## config.mk

```make
export PLATFORM = sky130hd
export DESIGN_NAME = rvj1_ifu_flat
export DESIGN_NICKNAME = d
export VERILOG_FILES = /design/src/rtl/rvj1_ifu_if.sv /design/src/rtl/rvj1_ifu.sv /design/src/flat_wrapper.sv
export SDC_FILE = /design/constraint.sdc
export NUM_CORES = 1
export LEC_CHECK = 0
export CORE_ASPECT_RATIO = 1.4
export CORE_MARGIN = 2
export CORE_UTILIZATION = 45
export DETAILED_ROUTE_END_ITERATION = 6
export PLACE_DENSITY = 0.73
export SLEW_MARGIN = 25
export SYNTH_ARGS = -nofsm -noshare
export SYNTH_HDL_FRONTEND = slang
export SYNTH_SLANG_ARGS = --single-unit
export TNS_END_PERCENT = 30
```

## constraint.sdc

```tcl
create_clock -name clk_i -period 6.9 [get_ports clk_i]
set_clock_uncertainty 0.2 [all_clocks]
set_input_delay 1.38 -clock clk_i [delete_from_list [all_inputs] [get_ports clk_i]]
set_output_delay 1.38 -clock clk_i [all_outputs]
set_load 0.02 [all_outputs]
```

## src/rtl/rvj1_ifu_if.sv

```systemverilog
// -----------------------------------------------------------------------------
// rvj1_ifu_if -- instruction memory bus between the fetch unit and imem.
//
// Signals (named from the fetch unit's point of view):
//   imem_req_o     fetch unit -> imem  request valid
//   imem_addr_o    fetch unit -> imem  word address, bits [1:0] always zero
//   imem_gnt_i     imem -> fetch unit  request accepted this cycle
//   imem_rvalid_i  imem -> fetch unit  read data valid, in request order
//   imem_rdata_i   imem -> fetch unit  read data
//
// Modports: master = fetch unit, slave = instruction memory.
// -----------------------------------------------------------------------------
interface rvj1_ifu_if #(
  parameter int unsigned XLEN = 32
);
  logic            imem_req_o;
  logic [XLEN-1:0] imem_addr_o;
  logic            imem_gnt_i;
  logic            imem_rvalid_i;
  logic [XLEN-1:0] imem_rdata_i;

  modport master (
    output imem_req_o,
    output imem_addr_o,
    input  imem_gnt_i,
    input  imem_rvalid_i,
    input  imem_rdata_i
  );

  modport slave (
    input  imem_req_o,
    input  imem_addr_o,
    output imem_gnt_i,
    output imem_rvalid_i,
    output imem_rdata_i
  );
endinterface

```

## src/rtl/rvj1_ifu.sv

```systemverilog
// -----------------------------------------------------------------------------
// rvj1_ifu -- instruction fetch unit.
//
// Issues sequential word fetches to the instruction memory, buffers the
// in-order responses in a small FIFO of {addr, data} pairs and presents the
// head to decode. A jump flushes the buffer, redirects fetch and drops the
// responses of requests that were already in flight.
//
// Ports:
//   clk_i          core clock, rising edge
//   rstn_i         synchronous active-low reset
//   stall_i        decode stall; holds the presented instruction
//   jmp_i          one-cycle redirect strobe
//   jmp_addr_i     redirect target (bits [1:0] ignored)
//   imem           instruction memory bus (master side)
//   instr_o        instruction presented to decode
//   instr_addr_o   address of instr_o
//   instr_valid_o  instr_o / instr_addr_o valid
// -----------------------------------------------------------------------------
module rvj1_ifu #(
  parameter int unsigned     XLEN       = 32,
  parameter logic [XLEN-1:0] BOOT_ADDR  = 32'h8000_0000,
  parameter int unsigned     FIFO_DEPTH = 2
) (
  input  logic            clk_i,
  input  logic            rstn_i,
  input  logic            stall_i,
  input  logic            jmp_i,
  input  logic [XLEN-1:0] jmp_addr_i,
  rvj1_ifu_if.master      imem,
  output logic [XLEN-1:0] instr_o,
  output logic [XLEN-1:0] instr_addr_o,
  output logic            instr_valid_o
);

  localparam int unsigned CW = $clog2(FIFO_DEPTH + 1);
  localparam int unsigned OW = CW + 1;
  localparam int unsigned PW = (FIFO_DEPTH > 1) ? $clog2(FIFO_DEPTH) : 1;

  logic [XLEN-1:0] fetch_pc;
  logic [CW-1:0]   outstanding_cnt;
  logic [CW-1:0]   discard_cnt;
  logic [CW-1:0]   fifo_cnt;

  // In-flight request addresses, oldest at pend_rd. Its occupancy always
  // equals outstanding_cnt, so it needs no counter of its own.
  logic [XLEN-1:0] pend_addr [FIFO_DEPTH];
  logic [PW-1:0]   pend_rd, pend_wr;

  // Instruction buffer.
  logic [XLEN-1:0] fifo_addr [FIFO_DEPTH];
  logic [XLEN-1:0] fifo_data [FIFO_DEPTH];
  logic [PW-1:0]   fifo_rd, fifo_wr;

  logic          fifo_empty;
  logic          pop;
  logic          grant;
  logic          resp;
  logic          push;
  logic [OW-1:0] occupancy;

  function automatic logic [PW-1:0] ptr_inc(input logic [PW-1:0] p);
    return (p == PW'(FIFO_DEPTH - 1)) ? '0 : p + PW'(1);
  endfunction

  // NOTE: every signal driven here gets a value on every path, so no latch
  // is inferred.
  always_comb begin
    fifo_empty    = (fifo_cnt == '0);
    instr_valid_o = rstn_i && !fifo_empty && !jmp_i;
    pop           = instr_valid_o && !stall_i;
    instr_o       = (rstn_i && !fifo_empty) ? fifo_data[fifo_rd] : '0;
    instr_addr_o  = (rstn_i && !fifo_empty) ? fifo_addr[fifo_rd] : '0;

    // Every in-flight fetch owns a buffer slot, which makes overflow
    // impossible and keeps the request stable until granted.
    occupancy        = {1'b0, outstanding_cnt} + {1'b0, fifo_cnt} - OW'(pop);
    imem.imem_req_o  = rstn_i && !jmp_i && (occupancy < OW'(FIFO_DEPTH));
    imem.imem_addr_o = {fetch_pc[XLEN-1:2], 2'b00};

    grant = imem.imem_req_o && imem.imem_gnt_i;
    // A response with nothing outstanding is a leftover from before reset.
    resp  = imem.imem_rvalid_i && (outstanding_cnt != '0);
    push  = rstn_i && resp && !jmp_i && (discard_cnt == '0);
  end

  // NOTE: state registers use non-blocking assignments so every flop samples
  // the pre-edge value of the others.
  always_ff @(posedge clk_i) begin
    if (!rstn_i) begin
      fetch_pc        <= BOOT_ADDR;
      outstanding_cnt <= '0;
      discard_cnt     <= '0;
      fifo_cnt        <= '0;
      pend_rd         <= '0;
      pend_wr         <= '0;
      fifo_rd         <= '0;
      fifo_wr         <= '0;
    end else begin
      if (grant) pend_wr <= ptr_inc(pend_wr);
      if (resp)  pend_rd <= ptr_inc(pend_rd);

      case ({grant, resp})
        2'b10:   outstanding_cnt <= outstanding_cnt + CW'(1);
        2'b01:   outstanding_cnt <= outstanding_cnt - CW'(1);
        default: outstanding_cnt <= outstanding_cnt;
      endcase

      if (jmp_i) begin
        // No grant is possible this cycle; a response arriving now is stale
        // and is dropped along with everything still in flight.
        fetch_pc    <= {jmp_addr_i[XLEN-1:2], 2'b00};
        discard_cnt <= outstanding_cnt - CW'(resp);
        fifo_cnt    <= '0;
        fifo_rd     <= '0;
        fifo_wr     <= '0;
      end else begin
        if (grant) fetch_pc <= fetch_pc + XLEN'(4);
        if (resp && (discard_cnt != '0)) discard_cnt <= discard_cnt - CW'(1);
        if (push) fifo_wr <= ptr_inc(fifo_wr);
        if (pop)  fifo_rd <= ptr_inc(fifo_rd);
        case ({push, pop})
          2'b10:   fifo_cnt <= fifo_cnt + CW'(1);
          2'b01:   fifo_cnt <= fifo_cnt - CW'(1);
          default: fifo_cnt <= fifo_cnt;
        endcase
      end
    end
  end

  // NOTE: storage arrays carry no reset; the counters and pointers define
  // which entries are meaningful, and empty-buffer outputs are forced to 0.
  always_ff @(posedge clk_i) begin
    if (grant) pend_addr[pend_wr] <= imem.imem_addr_o;
    if (push) begin
      fifo_addr[fifo_wr] <= pend_addr[pend_rd];
      fifo_data[fifo_wr] <= imem.imem_rdata_i;
    end
  end

  a_fifo_no_overflow: assert property (@(posedge clk_i) disable iff (!rstn_i)
    !(push && !pop && (fifo_cnt == CW'(FIFO_DEPTH))));

  a_outstanding_bound: assert property (@(posedge clk_i) disable iff (!rstn_i)
    !(grant && !resp && (outstanding_cnt == CW'(FIFO_DEPTH))));

endmodule

```

## src/flat_wrapper.sv

```systemverilog
// flat-port wrapper written by rule: the top's interface ports become plain ports
module rvj1_ifu_flat 
#(
  parameter int unsigned     XLEN       = 32,
  parameter logic [XLEN-1:0] BOOT_ADDR  = 32'h8000_0000,
  parameter int unsigned     FIFO_DEPTH = 2
)
  (clk_i, rstn_i, stall_i, jmp_i, jmp_addr_i, instr_o, instr_addr_o, instr_valid_o, imem_imem_req_o, imem_imem_addr_o, imem_imem_gnt_i, imem_imem_rvalid_i, imem_imem_rdata_i);
  rvj1_ifu_if #(.XLEN(XLEN)) imem_i ();
  input  logic clk_i;
  input  logic rstn_i;
  input  logic stall_i;
  input  logic jmp_i;
  input  logic [XLEN-1:0] jmp_addr_i;
  output logic [XLEN-1:0] instr_o;
  output logic [XLEN-1:0] instr_addr_o;
  output logic instr_valid_o;
  output wire logic [$bits(imem_i.imem_req_o)-1:0] imem_imem_req_o;
  output wire logic [$bits(imem_i.imem_addr_o)-1:0] imem_imem_addr_o;
  input wire logic [$bits(imem_i.imem_gnt_i)-1:0] imem_imem_gnt_i;
  input wire logic [$bits(imem_i.imem_rvalid_i)-1:0] imem_imem_rvalid_i;
  input wire logic [$bits(imem_i.imem_rdata_i)-1:0] imem_imem_rdata_i;
  assign imem_imem_req_o = imem_i.imem_req_o;
  assign imem_imem_addr_o = imem_i.imem_addr_o;
  assign imem_i.imem_gnt_i = imem_imem_gnt_i;
  assign imem_i.imem_rvalid_i = imem_imem_rvalid_i;
  assign imem_i.imem_rdata_i = imem_imem_rdata_i;
  rvj1_ifu #(.XLEN(XLEN), .BOOT_ADDR(BOOT_ADDR), .FIFO_DEPTH(FIFO_DEPTH)) u_core (.clk_i(clk_i), .rstn_i(rstn_i), .stall_i(stall_i), .jmp_i(jmp_i), .jmp_addr_i(jmp_addr_i), .imem(imem_i), .instr_o(instr_o), .instr_addr_o(instr_addr_o), .instr_valid_o(instr_valid_o));
endmodule
```

==> flow_summary.ini <==
[detailed_routing]
via_per_inst = 5.32
antenna_left = 0
drt-initial-drc-count = 314
wl_per_cell_microns = 17.4
drc_errors = 0
finalWirelength_mm = 19.0
drtPass1Iterations = 4
vias = 5800

[cells_and_area]
seq_area_sq_um = 6370
antenna_cells = 0
fin_util = 0.590
syn_to_final_growth_pct = 28.1
multiInputGateArea_sq_um = 2680
layout-drive-gt1-share = 0.107
final_nets = 902
fillCellCount = 1608

[die]
dieArea_sq_um = 21600
start_util = 0.461
ioPinCount = 168
die_w_microns = 125
die_y_microns = 173
rows = 61
core_sq_um = 20000

[global_routing]
overflow = 0
track_usage = 0.173
grt_max_degree = 63
grt_pass1_wl_mm = 30.6
grt_pass1_vias = 5805
antenna_found_initial = 0

[timing]
timing.fmax_mhz = 166
setup_tns_ns = 0
slew_violations = 0
setup_viol = 0
slew-limit-headroom = 0.332
hold_slack_ns = 0.310
fin_crit_sh = 0.872
fin_crit_ns = 6.01
final.setup.worst_slack_ns = 0.886
hold_viol_final = 0
rsz0062_at_grt = no
tightest_slew_ns = 1.00

[critical_path]
endpoint_kind = output port
cp-start-kind = input pin
crit_type = in -> out
cp.required_ns = 5.32
worstPathMaxFanout = 7
crit_arrival_ns = 4.43

[clocking]
h-tree-depth = 1
numCtsBuffers = 21
cts_root_buffer = clkbuf_16
postCtsSetupBuffers = 0
cts_resized = 0
clock_path_buffers = 3
postCtsHoldBufs = 0
cts.sinks = 226
cts_tree = built
clk_latency_ns = 0.49
clk_pin_slew_ns = 0.06

[placed_design]
gp_congestion = 0.836
post-place-ws_ns = 0.914
io_buffer_count = 161
dp_hpwl_mm = 12.5

[logic_synthesis]
ys.flop_type = edfxtp_1
synth_top_area_cell = edfxtp_1
ys_top_cells_by_area = edfxtp_1, dfxtp_1, mux2i_1
synth_edf_count = 184
ys_seq_area_frac = 0.691
syn_area_per_cell_sq_um = 14.0
synth-seq-cells = 226
async_flop_share = 0
yosys_warnings = 0
synth_top_area_frac = 0.600
synthCells = 659
synth_area_sq_um = 9210
synthDistinctLibCells = 55

[job]
cap_violations = 0

[power]
power.density_nw_per_um2 = 252
ir_worst_vdd_v = 0.000150
leakage_nw = 3.76

[outcome]
status = finished, final reports clean

[worst_hold_path]
hold_path_class = reg -> reg
-- per-stage QoR --
| stage | std cells | power [mW] | instance area [sq um] |
|---|---|---|---|
| 6_report | 1091 | 2.97 | 11800 |
| 5_1_grt | 1091 | 3.08 | 11800 |
| 4_1_cts | 1091 | 3.01 | 11800 |
| 3_5_place_dp | 1053 | 1.90 | 11100 |
| 3_3_place_gp | 1052 | 1.89 | 11100 |
| 2_1_floorplan | 662 | 1.78 | 9220 |
-- layer usage --
metal / track usage / vias up / part of all wire / wire [microns]
met4: 0.0514 / 0 / 0.020 / 386
met2: 0.313 / 214 / 0.51 / 9660
li1: - / 2760 / - / -
met1: 0.217 / 2797 / 0.41 / 7850
met3: 0.0225 / 29 / 0.058 / 1100
met5: 0 / - / 0 / 0
-- cell type report --
class / count / area share
Clock buffer: 26 / 0.0478
Clock inverter: 12 / 0.00785
Inverter: 13 / 0.00414
Multi-Input combinational cell: 387 / 0.227
Sequential cell: 226 / 0.540
Tap cell: 252 / 0.0267
Timing Repair Buffer: 175 / 0.147
-- where the power goes --
group | switching [mW] | total [mW] | internal [mW]
clock network | 0.482 | 1.10 | 0.622
registers | 0.0388 | 1.58 | 1.54
logic | 0.148 | 0.291 | 0.143
total | 0.669 | 2.97 | 2.31
-- cells by family (layout without fill, tap and decap cells) --
group / count (synthesis) / count (layout) / share of synthesized area
adders and majority gates: 8 / 8 / 0.0117
other: 1 / 4 / 0.000407
buffers and inverters: 49 / 226 / 0.0226
xor gates and xnor gates: 30 / 30 / 0.0285
and+or+nand+nor: 179 / 179 / 0.0916
muxes: 95 / 95 / 0.108
AOI/OAI and AO/OA: 71 / 71 / 0.0465
DFF: 226 / 226 / 0.691
-- cells in the final DEF (no fill, tap or decap), drive strengths merged, types with 4 or more instances in the layout --
master,count
inv,13
o21ai,20
nand4,6
ha,7
nand2,27
xnor2,20
a31oi,6
nor2,87
or3,4
mux2i,63
nor3,10
clkbuf,26
nor4,5
xor2,10
edfxtp,184
clkinv,9
nand3,15
dfxtp,42
and3,11
conb,4
mux2,32
buf,14
clkdlybuf4s50,161
a21oi,22
-- synthesized netlist by cell type, types with 10 or more instances --
cell,count
clkbuf_1,25
inv_1,12
edfxtp_1,184
xor2_1,10
nor2_1,87
and3_1,11
nand3_1,15
a21oi_1,22
mux2_2,32
o21ai_0,19
xnor2_1,20
nor3_1,10
nand2_1,27
mux2i_1,63
dfxtp_1,42
-- critical path, cell delays in order --
cell and delay, ns:
clkdlybuf4s50_1 0.47, nand2_1 0.17, nor3_1 0.44, ha_1 0.30, nand2b_1 0.15, fa_1 0.42
xor2_1 0.29, and3_1 0.20, clkdlybuf4s50_1 0.61
-- final timing paths --
| path | from | end | slack [ns] | cells after the start |
|---|---|---|---|---|
| worst min register to register | u_core.pend_rd | flop | 0.31 | 2 |
| worst max register to register | u_core.fifo_cnt[0] | u_core.outstanding_cnt[1] | 3.00 | 11 |
| worst max-delay path | rstn_i | imem_imem_req_o | 0.89 | 9 |
| worst min-delay path | u_core.pend_rd | flop | 0.31 | 2 |
-- flip-flops by register name (all words and copies together) (netlist names), named ones only --
register,count
u_core.fifo_addr,60
u_core.pend_wr,1
u_core.fifo_wr,1
u_core.pend_rd,1
u_core.fifo_rd,1
u_core.discard_cnt,2
u_core.outstanding_cnt,2
u_core.pend_addr,60
u_core.fetch_pc,30
u_core.fifo_cnt,2
u_core.fifo_data,64
Note: power is estimated with default switching activity, not from simulation.
